===== config.mk =====
export PLATFORM = sky130hd
export DESIGN_NAME = signed_extender
export DESIGN_NICKNAME = d
export VERILOG_FILES = /design/src/rtl/riscv_pkg.sv /design/src/rtl/imm_decode.sv /design/src/rtl/signed_extender.sv
export SDC_FILE = /design/constraint.sdc
export NUM_CORES = 1
export LEC_CHECK = 0
export CAP_MARGIN = 20
export CORE_MARGIN = 3
export CORE_UTILIZATION = 25
export CTS_CLUSTER_DIAMETER = 80
export DETAILED_ROUTE_END_ITERATION = 16
export PLACE_DENSITY = 0.42
export SYNTH_ARGS = -nofsm -noshare
export SYNTH_HDL_FRONTEND = slang
export SYNTH_HIERARCHICAL = 1
export SYNTH_SLANG_ARGS = --single-unit
export TNS_END_PERCENT = 100

===== constraint.sdc =====
create_clock -name clk -period 2.6 [get_ports clk]
set_input_delay 0.26 -clock clk [delete_from_list [all_inputs] [get_ports clk]]
set_output_delay 0.26 -clock clk [all_outputs]
set_load 0.02 [all_outputs]

===== src/rtl/riscv_pkg.sv =====
// Shared RV32I definitions: data width, immediate kinds and pure immediate
// extraction functions. Every function takes a full instruction word and
// returns the sign-extended (or, for U, zero-filled) 32-bit immediate.
package riscv_pkg;

    localparam int unsigned XLEN = 32;

    typedef enum logic [2:0] {
        IMM_I = 3'd0,
        IMM_S = 3'd1,
        IMM_B = 3'd2,
        IMM_U = 3'd3,
        IMM_J = 3'd4
    } imm_type_e;

    // I-type: instr[31:20], sign-extended.
    function automatic logic [XLEN-1:0] imm_i(input logic [XLEN-1:0] instr);
        return {{20{instr[31]}}, instr[31:20]};
    endfunction

    // S-type: store offset split across instr[31:25] and instr[11:7].
    function automatic logic [XLEN-1:0] imm_s(input logic [XLEN-1:0] instr);
        return {{20{instr[31]}}, instr[31:25], instr[11:7]};
    endfunction

    // B-type: 13-bit branch offset, bit 0 always zero.
    function automatic logic [XLEN-1:0] imm_b(input logic [XLEN-1:0] instr);
        return {{19{instr[31]}}, instr[31], instr[7], instr[30:25], instr[11:8], 1'b0};
    endfunction

    // U-type: upper 20 bits, low 12 bits zero.
    function automatic logic [XLEN-1:0] imm_u(input logic [XLEN-1:0] instr);
        return {instr[31:12], 12'h000};
    endfunction

    // J-type: 21-bit jump offset, bit 0 always zero.
    function automatic logic [XLEN-1:0] imm_j(input logic [XLEN-1:0] instr);
        return {{11{instr[31]}}, instr[31], instr[19:12], instr[20], instr[30:21], 1'b0};
    endfunction

endpackage


===== src/rtl/imm_decode.sv =====
// Combinational immediate decoder: slices and sign-extends all five RV32I
// immediates from one instruction word. No PC involvement.
// Ports:
//   instr     - instruction word (opcode bits are not looked at)
//   imm_i_c   - I immediate
//   imm_s_c   - S immediate
//   imm_b_c   - B offset (not yet PC-relative)
//   imm_u_c   - U immediate
//   imm_j_c   - J offset (not yet PC-relative)
module imm_decode
    import riscv_pkg::*;
(
    input  logic [XLEN-1:0] instr,
    output logic [XLEN-1:0] imm_i_c,
    output logic [XLEN-1:0] imm_s_c,
    output logic [XLEN-1:0] imm_b_c,
    output logic [XLEN-1:0] imm_u_c,
    output logic [XLEN-1:0] imm_j_c
);

    always_comb begin
        imm_i_c = imm_i(instr);
        imm_s_c = imm_s(instr);
        imm_b_c = imm_b(instr);
        imm_u_c = imm_u(instr);
        imm_j_c = imm_j(instr);
    end

endmodule


===== src/rtl/signed_extender.sv =====
// RV32I immediate generator for decode. Produces I/S/U immediates and the
// PC-relative branch (SB) and jal (UJ) targets from one registered bank,
// one cycle after in_valid.
// Ports:
//   clk, rst                 - clock, synchronous active-high reset
//   Instruction, PC          - instruction word and its address
//   in_valid                 - inputs valid this cycle
//   out_valid                - outputs hold results of the previous edge's inputs
//   output_extended_*_type   - registered immediates / targets
module signed_extender
    import riscv_pkg::*;
(
    input  logic            clk,
    input  logic            rst,
    input  logic [XLEN-1:0] Instruction,
    input  logic [XLEN-1:0] PC,
    input  logic            in_valid,
    output logic            out_valid,
    output logic [XLEN-1:0] output_extended_I_type,
    output logic [XLEN-1:0] output_extended_S_type,
    output logic [XLEN-1:0] output_extended_SB_type,
    output logic [XLEN-1:0] output_extended_U_type,
    output logic [XLEN-1:0] output_extended_UJ_type
);

    logic [XLEN-1:0] imm_i_c;
    logic [XLEN-1:0] imm_s_c;
    logic [XLEN-1:0] imm_b_c;
    logic [XLEN-1:0] imm_u_c;
    logic [XLEN-1:0] imm_j_c;
    logic [XLEN-1:0] target_b_c;
    logic [XLEN-1:0] target_j_c;

    imm_decode u_imm_decode (
        .instr   (Instruction),
        .imm_i_c (imm_i_c),
        .imm_s_c (imm_s_c),
        .imm_b_c (imm_b_c),
        .imm_u_c (imm_u_c),
        .imm_j_c (imm_j_c)
    );

    // PC-relative targets; modulo 2^XLEN, carry dropped.
    always_comb begin
        target_b_c = XLEN'(PC + imm_b_c);
        target_j_c = XLEN'(PC + imm_j_c);
    end

    // Output bank: reset clears, valid loads, otherwise hold data and drop valid.
    always_ff @(posedge clk) begin
        if (rst) begin
            out_valid               <= 1'b0;
            output_extended_I_type  <= '0;
            output_extended_S_type  <= '0;
            output_extended_SB_type <= '0;
            output_extended_U_type  <= '0;
            output_extended_UJ_type <= '0;
        end else begin
            out_valid <= in_valid;
            if (in_valid) begin
                output_extended_I_type  <= imm_i_c;
                output_extended_S_type  <= imm_s_c;
                output_extended_SB_type <= target_b_c;
                output_extended_U_type  <= imm_u_c;
                output_extended_UJ_type <= target_j_c;
            end
        end
    end

endmodule


==> results of run 1 <==
-- power by group through the flow --
stage / combinational, mW / clock (mW) / sequential (mW)
floorplan: 1.20 / 0 / 3.07
global placement: 2.47 / 0 / 2.83
detailed placement: 2.47 / 0 / 2.84
CTS: 2.48 / 2.57 / 2.78
global route: 2.68 / 2.66 / 2.81
finish: 2.45 / 2.45 / 2.78
-- sequential cells by signal, indices dropped and copies added (netlist names) --
signal / cells
output_extended_I_type: 32
output_extended_SB_type: 32
output_extended_S_type: 32
output_extended_UJ_type: 32
output_extended_U_type: 32
out_valid: 1
-- worst max-delay path, cell delays in order --
cell	delay [ns]
clkdlybuf4s50_1	0.49
ha_1	0.39
nand2_1	0.12
o21ai_2	0.28
a41oi_2	0.19
o221ai_2	0.40
a31oi_2	0.19
or4_1	0.42
nand3_1	0.09
-- cells by family after synthesis --
group           after synthesis  share of synthesized area, %
compound gates              233                         15.38
xor+xnor                     54                         4.733
fa+ha+maj                    64                         8.163
buf+inv                     232                         14.76
flops                       161                         32.25
mux                         116                         11.62
other cells                   1                       0.03753
simple gates                303                         13.06
-- cells in the mapped netlist (3+ instances only) --
cell        n
dfxtp_1   161
buf_4     160
nor2_1    155
mux2i_1   116
a21oi_1    76
nand2_1    73
ha_1       62
o21ai_0    50
clkbuf_1   38
a21o_1     30
xnor2_1    30
xor2_1     24
nand4_1    21
inv_1      17
nand3_1    14
buf_1      13
nor3_1     10
a211oi_1    9
o21bai_1    9
o21ai_1     8
nand2b_1    6
a31oi_1     5
nor2b_1     5
and2_1      4
and3_1      4
a21oi_2     3
a311oi_1    3
buf_2       3
o211ai_1    3
o21a_1      3
-- metrics by stage --
| step | hold slack (ns) | cell area [sq um] | setup WS (ns) |
|---|---|---|---|
| floorplan | 0.4889 | 10040 | 0.3610 |
| global placement | 0.4354 | 12770 | -0.4412 |
| detailed placement | 0.4468 | 12770 | -0.4600 |
| CTS | 0.2504 | 13310 | 0.01033 |
| global route | 0.2683 | 13320 | 0.007184 |
| finish | 0.2732 | 13320 | 0.1426 |
-- worst paths after layout --
path,startpoint,endpoint,slack (ns),cells after the start
setup / recovery,PC[3],output_extended_UJ_type[25]$_SDFFE_PP0P_,0.14,9
hold / removal,in_valid,output_extended_UJ_type[14]$_SDFFE_PP0P_,0.27,3
setup reg to reg,output_extended_UJ_type[27]$_SDFFE_PP0P_,output_extended_UJ_type[27]$_SDFFE_PP0P_,1.73,3
hold reg to reg,output_extended_SB_type[16]$_SDFFE_PP0P_,output_extended_SB_type[16]$_SDFFE_PP0P_,0.46,2
-- area by class of cell --
class	instances	area [sq um]	share of cell area, %
multi-input cells	784	5356	40.21
repair buffers	388	3487	26.18
flip-flops and latches	161	3223	24.20
well taps	518	648.1	4.866
clock buffers	20	436.7	3.278
clock inverters	10	101.3	0.7608
inverters	18	67.56	0.5072
-- per-layer routing --
layer | vias up | routed length [um] | global-route usage [%]
met1 | 3851 | 14540 | 19.16
met3 | 24 | 2771 | 6.332
met5 | - | 83 | 0
met2 | 193 | 14960 | 25.46
met4 | 14 | 265 | 2.982
li1 | 4281 | - | -
==> qor.csv, run 1 <==
stage;metric;value;unit
sta;max-slew-margin-rel;39.16;%
synthesis;synth_edf_count;0;
power;power_density;576.4;nW/um^2
clocking;cts-root-buf;clkbuf_16;
floorplanning;rows;72;
global_routing;global_route_wire_length_before_repair;50.25;mm
global_routing;maximum_number_of_pins_on_one_net_before_global_route_repair;77;
clocking;cts_num_sinks;161;
synthesis;synthesis.area_per_instance;8.585;sq um
drt;antenna_violating_nets_post_route;0;
floorplanning;fp.dieW;205.9;um
critical_path;arrival;2.84;ns
synthesis;post_synth_arst_share;0;%
synthesis;synth-warning-count;6;
power;pwr-share-comb;31.9;%
clocking;numCtsBuffers;17;
drt;via_per_inst;4.404;
sta;max_freq;406.9;MHz
power;netSwitchingFraction;32.71;%
run_status;outcome;complete, no violations;
layout;area.growth.synth_to_final;33.29;%
placement;gp_congestion;0.8384;
layout;instances_no_fill;1899;
power;net_switching_power_figure;2.511;mW
global_routing;grt.total_usage;15.47;%
drt;routedWlPerCell;17.18;um
layout;layout.cells.most_common;clkdlybuf4s50_1;
floorplanning;pin_count;228;
synthesis;post_synth_inst_count;1164;
critical_path;crit_required;2.98;ns
sta;totalNegativeSetupSlack;0;ns
sta;timing.final.crit_period;2.457;ns
critical_path;worstSetupPathType;in2reg;
synthesis;netlist-cell-type-count;67;
critical_path;path_max_fanout;4;
flow_run;max_cap_viol_count;0;
clocking;cts_tree;yes;
power;power_frac_clock;31.9;%
floorplanning;core_area;39100;sq um
power;total_power;7.678;mW
critical_path;worstSetupStartpointType;input port;
layout;antenna-diode-count;0;
layout;drive_gt1_share;16.08;%
clocking;path_clk_slew;0.06;ns
clocking;cts-resized-gates;0;
power;static-leakage-power;5.811;nW
drt;detailedRoute.firstIterationViolations;310;
worst_hold_path;path_type_of_the_worst_min_delay_path;in2reg;
layout;fill_cells;4132;
synthesis;postSynthRegisterBits;161;
synthesis;synth.top_cells.by_area;dfxtp_1 32%, buf_4 12%, mux2i_1 12%;
sta;timing_worst_slew_pin_value;0.9125;ns
power;ir_drop;0.4506;mV
sta;finalCritPeriodShare;94.52;%
placement;numPlacedInstances;1869;
layout;layout.core_utilization;34.07;%
placement;detailed_place_hpwl;25.12;mm
clocking;clkLatencyLatePin;0.44;ns
sta;report.final.slew_viol_count;0;
drt;postRouteWirelength;32.62;mm
synthesis;synth_top_area_cell;dfxtp_1;
clocking;hold_buffers_post_cts;0;
layout;layout_common_cells;215 x clkdlybuf4s50_1, 167 x buf_4, 161 x dfxtp_1;
synthesis;synth_area;9993;sq um
drt;via_count;8363;
global_routing;grt_pass1_vias;8745;
power;seq_power_share;36.2;%
synthesis;synth_seq_area_share;32.25;%
global_routing;antenna_found_initial;7;
sta;timing.final.hold_violations;0;
synthesis;postSynth.topFlopCell;dfxtp_1;
drt;firstDrtPassIters;5;
sta;finalSetupViolCount;0;
placement;io_buffer_count;220;
synthesis;synth_top_area_share;32.25;%
global_routing;grt.overflow.total;0;
clocking;cts_htree_levels;4;
floorplanning;start_util;25.56;%
drt;drt_drc_violations_left;0;
critical_path;endpoint_kind;flop;
floorplanning;fp.dieArea;42410;sq um
sta;finalClockSkew;0;ns
layout;fin_nets;1501;
power;internal_power;5.167;mW
clocking;deepest_clock_path_buffer_count;2;
clocking;post-cts-setup-buffers;0;
floorplanning;die_h;205.9;um
sta;grt_setup_unrepaired;no;
No activity file was read; power rests on OpenSTA's default activity.
==> run 2: changes to the inputs <==
Settings changed: GPL_ROUTABILITY_DRIVEN set to 0.
==> results of run 2 <==
No change in the layout: final DEF, timing and power equal those of run 1.
